===== src/rtl/pc_sequencer_pkg.sv =====
// Shared types and constants for the MIPS program-counter sequencer.
package pc_seq_pkg;

  typedef enum logic [1:0] {
    StIdle,
    StFetch,
    StHold
  } pc_state_e;

  localparam logic [31:0] PC_STEP     = 32'd4;
  localparam logic [31:0] RESET_PC    = 32'h0000_0000;
  localparam logic [31:0] TRAP_VECTOR = 32'h0000_0080;

  function automatic logic [31:0] word_align(input logic [31:0] addr);
    return {addr[31:2], 2'b00};
  endfunction

endpackage


===== src/rtl/pc_sequencer_if.sv =====
// Instruction-memory request/acknowledge bus between the sequencer and imem.
interface pc_sequencer_if;

  logic        imem_req;
  logic [31:0] imem_addr;
  logic        imem_ack;
  logic [31:0] imem_rdata;

  modport master (
    output imem_req,
    output imem_addr,
    input  imem_ack,
    input  imem_rdata
  );

  modport slave (
    input  imem_req,
    input  imem_addr,
    output imem_ack,
    output imem_rdata
  );

endinterface


===== src/rtl/pc_align_check.sv =====
// Combinational detect of a redirect target that is not word aligned.
module pc_align_check (
  input  logic [1:0] i_low_bits,
  output logic       o_misaligned
);

  assign o_misaligned = |i_low_bits;

endmodule


===== src/rtl/pc_sequencer.sv =====
// PC register and fetch/hold sequencing for the MIPS core.
// Optional misaligned-redirect trap is built when PC_MISALIGN_TRAP_EN is defined.
module pc_sequencer
  import pc_seq_pkg::*;
(
  input  logic                  clock,
  input  logic                  reset_n,
  pc_sequencer_if.master        imem,
  input  logic [31:0]           jump_result,
  input  logic                  redirect,
  input  logic                  stall,
  input  logic                  retire,
  output logic                  instr_valid,
  output logic [31:0]           instr,
  output logic [31:0]           pc,
  output logic [31:0]           next_pc
`ifdef PC_MISALIGN_TRAP_EN
  ,
  output logic                  misalign_trap,
  output logic [31:0]           trap_epc
`endif
);

  pc_state_e   r_state, w_state_d;
  logic [31:0] r_pc, w_pc_d;
  logic [31:0] r_instr, w_instr_d;
  logic        r_valid, w_valid_d;
  logic        w_accept;
  logic [31:0] w_seq_pc;

`ifdef PC_MISALIGN_TRAP_EN
  logic        r_trap, w_trap_d;
  logic [31:0] r_epc, w_epc_d;
  logic        w_misaligned;

  pc_align_check u_align_check (
    .i_low_bits   (jump_result[1:0]),
    .o_misaligned (w_misaligned)
  );
`else
  // Low target bits are dropped silently in this build.
  logic w_unused_low;
  assign w_unused_low = ^jump_result[1:0];
`endif

  assign w_seq_pc = r_pc + PC_STEP;
  assign w_accept = (r_state == StHold) && retire && !stall;

  always_comb begin
    w_state_d = r_state;
    w_pc_d    = r_pc;
    w_instr_d = r_instr;
    w_valid_d = r_valid;
`ifdef PC_MISALIGN_TRAP_EN
    w_trap_d  = 1'b0;
    w_epc_d   = r_epc;
`endif
    unique case (r_state)
      StIdle: begin
        w_state_d = StFetch;
      end
      StFetch: begin
        if (imem.imem_ack) begin
          w_instr_d = imem.imem_rdata;
          w_valid_d = 1'b1;
          w_state_d = StHold;
        end
      end
      StHold: begin
        if (w_accept) begin
          w_valid_d = 1'b0;
          w_state_d = StFetch;
          w_pc_d    = redirect ? word_align(jump_result) : w_seq_pc;
`ifdef PC_MISALIGN_TRAP_EN
          if (redirect && w_misaligned) begin
            w_pc_d   = TRAP_VECTOR;
            w_epc_d  = jump_result;
            w_trap_d = 1'b1;
          end
`endif
        end
      end
      default: begin
        w_state_d = StIdle;
      end
    endcase
  end

  always_ff @(posedge clock or negedge reset_n) begin
    if (!reset_n) begin
      r_state <= StIdle;
      r_pc    <= RESET_PC;
      r_instr <= 32'h0;
      r_valid <= 1'b0;
    end else begin
      r_state <= w_state_d;
      r_pc    <= w_pc_d;
      r_instr <= w_instr_d;
      r_valid <= w_valid_d;
    end
  end

`ifdef PC_MISALIGN_TRAP_EN
  always_ff @(posedge clock or negedge reset_n) begin
    if (!reset_n) begin
      r_trap <= 1'b0;
      r_epc  <= 32'h0;
    end else begin
      r_trap <= w_trap_d;
      r_epc  <= w_epc_d;
    end
  end

  assign misalign_trap = r_trap;
  assign trap_epc      = r_epc;
`endif

  // Request is a decode of the state register, so reset clears it immediately.
  assign imem.imem_req  = (r_state == StFetch);
  assign imem.imem_addr = r_pc;
  assign instr_valid    = r_valid;
  assign instr          = r_instr;
  assign pc             = r_pc;
  assign next_pc        = w_seq_pc;

endmodule

===== src/flat_wrapper.sv =====
// flat-port wrapper written by rule: the top's interface ports become plain ports
module pc_sequencer_flat import pc_seq_pkg::*;
  (clock, reset_n, jump_result, redirect, stall, retire, instr_valid, instr, pc, next_pc, imem_imem_req, imem_imem_addr, imem_imem_ack, imem_imem_rdata);
  pc_sequencer_if imem_i ();
  input  logic clock;
  input  logic reset_n;
  input  logic [31:0] jump_result;
  input  logic redirect;
  input  logic stall;
  input  logic retire;
  output logic instr_valid;
  output logic [31:0] instr;
  output logic [31:0] pc;
  output logic [31:0] next_pc;
  output wire logic [$bits(imem_i.imem_req)-1:0] imem_imem_req;
  output wire logic [$bits(imem_i.imem_addr)-1:0] imem_imem_addr;
  input wire logic [$bits(imem_i.imem_ack)-1:0] imem_imem_ack;
  input wire logic [$bits(imem_i.imem_rdata)-1:0] imem_imem_rdata;
  assign imem_imem_req = imem_i.imem_req;
  assign imem_imem_addr = imem_i.imem_addr;
  assign imem_i.imem_ack = imem_imem_ack;
  assign imem_i.imem_rdata = imem_imem_rdata;
  pc_sequencer u_core (.clock(clock), .reset_n(reset_n), .imem(imem_i), .jump_result(jump_result), .redirect(redirect), .stall(stall), .retire(retire), .instr_valid(instr_valid), .instr(instr), .pc(pc), .next_pc(next_pc));
endmodule

===== config.mk =====
export PLATFORM = sky130hd
export DESIGN_NAME = pc_sequencer_flat
export DESIGN_NICKNAME = d
export VERILOG_FILES = /design/src/rtl/pc_sequencer_pkg.sv /design/src/rtl/pc_sequencer_if.sv /design/src/rtl/pc_align_check.sv /design/src/rtl/pc_sequencer.sv /design/src/flat_wrapper.sv
export SDC_FILE = /design/constraint.sdc
export NUM_CORES = 1
export LEC_CHECK = 0
export ABC_CLOCK_PERIOD_IN_PS = 2200
export BUFFER_PORTS_ARGS = -buffer_cell sky130_fd_sc_hd__clkbuf_2
export CAP_MARGIN = 5
export CORE_MARGIN = 5
export CORE_UTILIZATION = 48
export CTS_BUF_LIST = sky130_fd_sc_hd__clkbuf_8
export DETAILED_ROUTE_END_ITERATION = 10
export PLACE_DENSITY = 0.92
export SETUP_SLACK_MARGIN = 0.4
export SYNTH_ARGS = -nofsm -noshare
export SYNTH_HDL_FRONTEND = slang
export SYNTH_HIERARCHICAL = 1
export SYNTH_SLANG_ARGS = --single-unit
export TNS_END_PERCENT = 20

===== constraint.sdc =====
create_clock -name clock -period 2.2 [get_ports clock]
set_input_delay 0.33 -clock clock [delete_from_list [all_inputs] [get_ports clock]]
set_output_delay 0.33 -clock clock [all_outputs]
set_load 0.03 [all_outputs]

==> flow_metrics.env <==
export IMPL_cp_end_kind="output port"
export IMPL_number_of_fill_cells=507
export IMPL_place_hpwl_um=9120
export IMPL_finalSetupViolations=18
export IMPL_grt_pass1_wl_um=20400
export IMPL_classification_of_the_worst_slack_hold_path="primary input to flop"
export IMPL_clk_pin_slew_ns=0.09
export IMPL_ys_types=52
export IMPL_overall_die_area_mm2=0.0103
export IMPL_reg2reg_from="u_core/imem.imem_addr[3]"
export IMPL_critical_path_startpoint="u_core/imem.imem_addr[2]"
export IMPL_fin_total_pwr_w=0.00832
export IMPL_rsz0062_at_grt="true"
export IMPL_grt_start_max_net_pins=49
export IMPL_synth_seq_area_share_pct=40.5
export IMPL_detail_route_wl_per_cell_um=19.0
export IMPL_post_route_cells_drive_above_1_share_pct=60.8
export IMPL_grt_antenna_before_repair=0
export IMPL_outcome="finished with violations"
export IMPL_gpl_final_weighted_congestion=0.869
export IMPL_htreeDepth=3
export IMPL_place_area_mm2=0.00535
export IMPL_final_setup_worst_slack_ns=-0.159
export IMPL_pre_repair_dr_iteration_count=7
export IMPL_cts_root_buf="clkbuf_8"
export IMPL_crit_path_max_fanout=4
export IMPL_route_vias_total=4270
export IMPL_max_stage_delay_ns=0.41
export IMPL_detail_route_antenna_nets=0
export IMPL_asyncSetResetFlopFracSynth_pct=100
export IMPL_detail_route_drc_violations=0
export IMPL_design_final_nets=704
export IMPL_dominantRegCellSynth="dfrtp_1"
export IMPL_io_pin_count=200
export IMPL_cts_sink_count=65
export IMPL_critPathRequiredTime_ns=1.87
export IMPL_area_delta_synth_final_pct=54.0
export IMPL_routed_wl_um=14100
export IMPL_drtIter0Drc=344
export IMPL_total_cts_buffers=9
export IMPL_min_cycle_time_layout_ns=2.36
export IMPL_ir_worst_vdd_mv=0.998
export IMPL_violated_checks="setup timing"
export IMPL_min_from="imem_imem_rdata[4]"
export IMPL_power_per_cell_area_mw_per_mm2=1350
export IMPL_tritoncts="yes"
export IMPL_drt_vias_per_instance=5.75
export IMPL_crit_arrival_ns=2.03
export IMPL_synth_area_mm2=0.00401
export IMPL_vias_in_the_first_global_route=4177
export IMPL_hold_violations=0
export IMPL_std_cell_rows=33
export IMPL_crit_path_top_delay_cell="dfrtp_2"
export IMPL_max_freq_mhz=424
export IMPL_yosys_warnings=6
export IMPL_chip_height_um=101
export IMPL_fp_coreArea_mm2=0.00818
export IMPL_postLayoutCellArea_mm2=0.00618
export IMPL_slew_headroom_pct=62.0
export IMPL_synth_seq_cells=65
export IMPL_register_area_mm2=0.00165
export IMPL_multiInputGateArea_mm2=0.00240
export IMPL_cp_cell_sequence="ha_4 > nand3_4 > buf_8 > nor4_4 > xor2_2 > buf_6"
export IMPL_path_class="flop to output port"
export IMPL_portBuffers=191
export IMPL_tightest_slew_ns=0.569
export IMPL_worst_setup_path_start_kind="flop"
export IMPL_max_clock_path_buffers=2
export IMPL_synth_avg_cell_area_um2=9.44
export IMPL_drv_max_cap_violation_count=0
export IMPL_worst_skew_pair_late_latency_ns=0.35
export IMPL_p_leak_nw=2.94
export IMPL_synth_edf_count=0
export IMPL_floorplan_initialDensity_pct=49.1
export IMPL_timing_clock_skew_ns=0.0161
export IMPL_syn_inst=425
export IMPL_grt_total_ovfl=0
export IMPL_die_width_um=101
export IMPL_groute_usage_overall_pct=25.1
export IMPL_maxSlewViolCount=0
export IMPL_antennaDiodeCount=0
export IMPL_setup_tns_ns=-1.24
export IMPL_period_share_pct=107
==> critical path: cells and delay by family, from the launching register on <==
| family | cells | cell delay [ns] |
|---|---|---|
| AND/OR/NAND/NOR | 2 | 0.55 |
| flip-flops | 1 | 0.41 |
| buffers and inverters | 2 | 0.33 |
| XOR/XNOR | 1 | 0.23 |
| adder cells (fa/ha/maj) | 1 | 0.16 |
==> final timing paths <==
path	end	slack (ns)	depth (start not counted)
max in group asynchronous	u_core/imem.imem_addr[23]	1.10	3
min in group asynchronous	u_core/instr[0]	0.46	2
min reg2reg	u_core/instr[3]	0.51	1
min	u_core/instr[4]	0.20	2
max	next_pc[14]	-0.16	6
max reg2reg	u_core/imem.imem_addr[15]	0.34	6
==> report_power, final <==
group          total [W]  internal (W)  switching [W]
combinational    0.00510       0.00187        0.00322
clock            0.00109      0.000547       0.000543
sequential       0.00213       0.00171       0.000416
==> cells in the final DEF, fill, tap and decap left out, types with 9 or more instances in the layout <==
cell and instances:
nand2_1 14, nor3_1 18, clkbuf_2 162, xnor2_2 11, o311ai_0 9, inv_1 19, nor2_1 23, nand3_1 16
mux2_2 32, o21ai_0 18, clkbuf_8 22, dfrtp_2 17, a31oi_1 15, a21oi_1 12, dfrtp_1 48, buf_6 13
buf_4 61, nand4_1 10
==> synth_stat cells, types with 3 or more instances <==
cell | number | share of area, %
dfrtp_1 | 65 | 41
buf_4 | 37 | 6.9
mux2_2 | 32 | 9.0
nor2_1 | 27 | 2.5
nor3_1 | 24 | 3.0
nand2_1 | 20 | 1.9
xnor2_1 | 20 | 4.4
inv_1 | 19 | 1.8
nand3_1 | 18 | 2.2
o21ai_0 | 18 | 2.2
clkbuf_1 | 16 | 1.5
a31oi_1 | 15 | 2.3
a21oi_1 | 12 | 1.5
and3_1 | 10 | 1.6
nand4_1 | 10 | 1.6
o311ai_0 | 9 | 2.0
buf_2 | 7 | 0.87
xor2_1 | 7 | 1.5
buf_1 | 5 | 0.47
o2bb2ai_1 | 5 | 1.1
a22oi_1 | 4 | 0.75
nor4_1 | 4 | 0.62
a211o_1 | 3 | 0.65
and2_1 | 3 | 0.47
and4_1 | 3 | 0.65
==> state kept, by name, summed over array words and instances (netlist names) <==
register and count:
u_core/imem.imem_addr 30, u_core/instr 32, u_core/instr_valid 1, u_core/r_state 2
==> metrics by stage <==
step	setup slack (ns)	hold slack [ns]	util, %	instances
global placement	0.114	0.299	65.4	698
detailed placement	0.0700	0.307	65.4	698
finish	-0.159	0.203	75.6	743
floorplan	0.0503	0.0344	-	430
global route	-0.226	0.176	75.6	743
CTS	-0.136	0.190	72.7	730
==> kinds of logic (layout without fill, tap and decap cells) <==
group	Yosys count	count (layout)	share of synthesized area (%)
multiplexers	33	33	9.23
other	1	6	0.0935
XOR/XNOR	27	27	5.89
flip-flops	65	65	40.5
AND/OR/NAND/NOR	134	134	19.1
adder cells (fa/ha/maj)	1	1	0.312
AO/OA/AOI/OAI	79	79	13.0
buffers and inverters	85	293	11.8
==> routing by layer <==
metal	GRT usage (%)	vias up	wire, um
met3	4.89	77	1280
met1	28.9	1993	4690
li1	-	1898	-
met2	43.7	302	7340
met5	0	-	0
met4	13.5	0	781
==> final cells by class <==
| cell class | count | share of cell area [%] |
|---|---|---|
| Clock inverter | 7 | 1.36 |
| Inverter | 19 | 1.15 |
| Clock buffer | 9 | 2.00 |
| Multi-Input combinational cell | 280 | 38.9 |
| Sequential cell | 65 | 26.7 |
| Tap cell | 105 | 2.13 |
| Timing Repair Buffer | 258 | 27.8 |
==> what timing repair did <==
action                                  CTS  global route
buffers inserted                         15            13
endpoints found under the setup margin   28            38
gates resized for setup                  65            49
endpoints found under the hold margin    17             0
hold buffers                              1             0
pin swaps                                14            19
(Power assumes the default switching activity.)
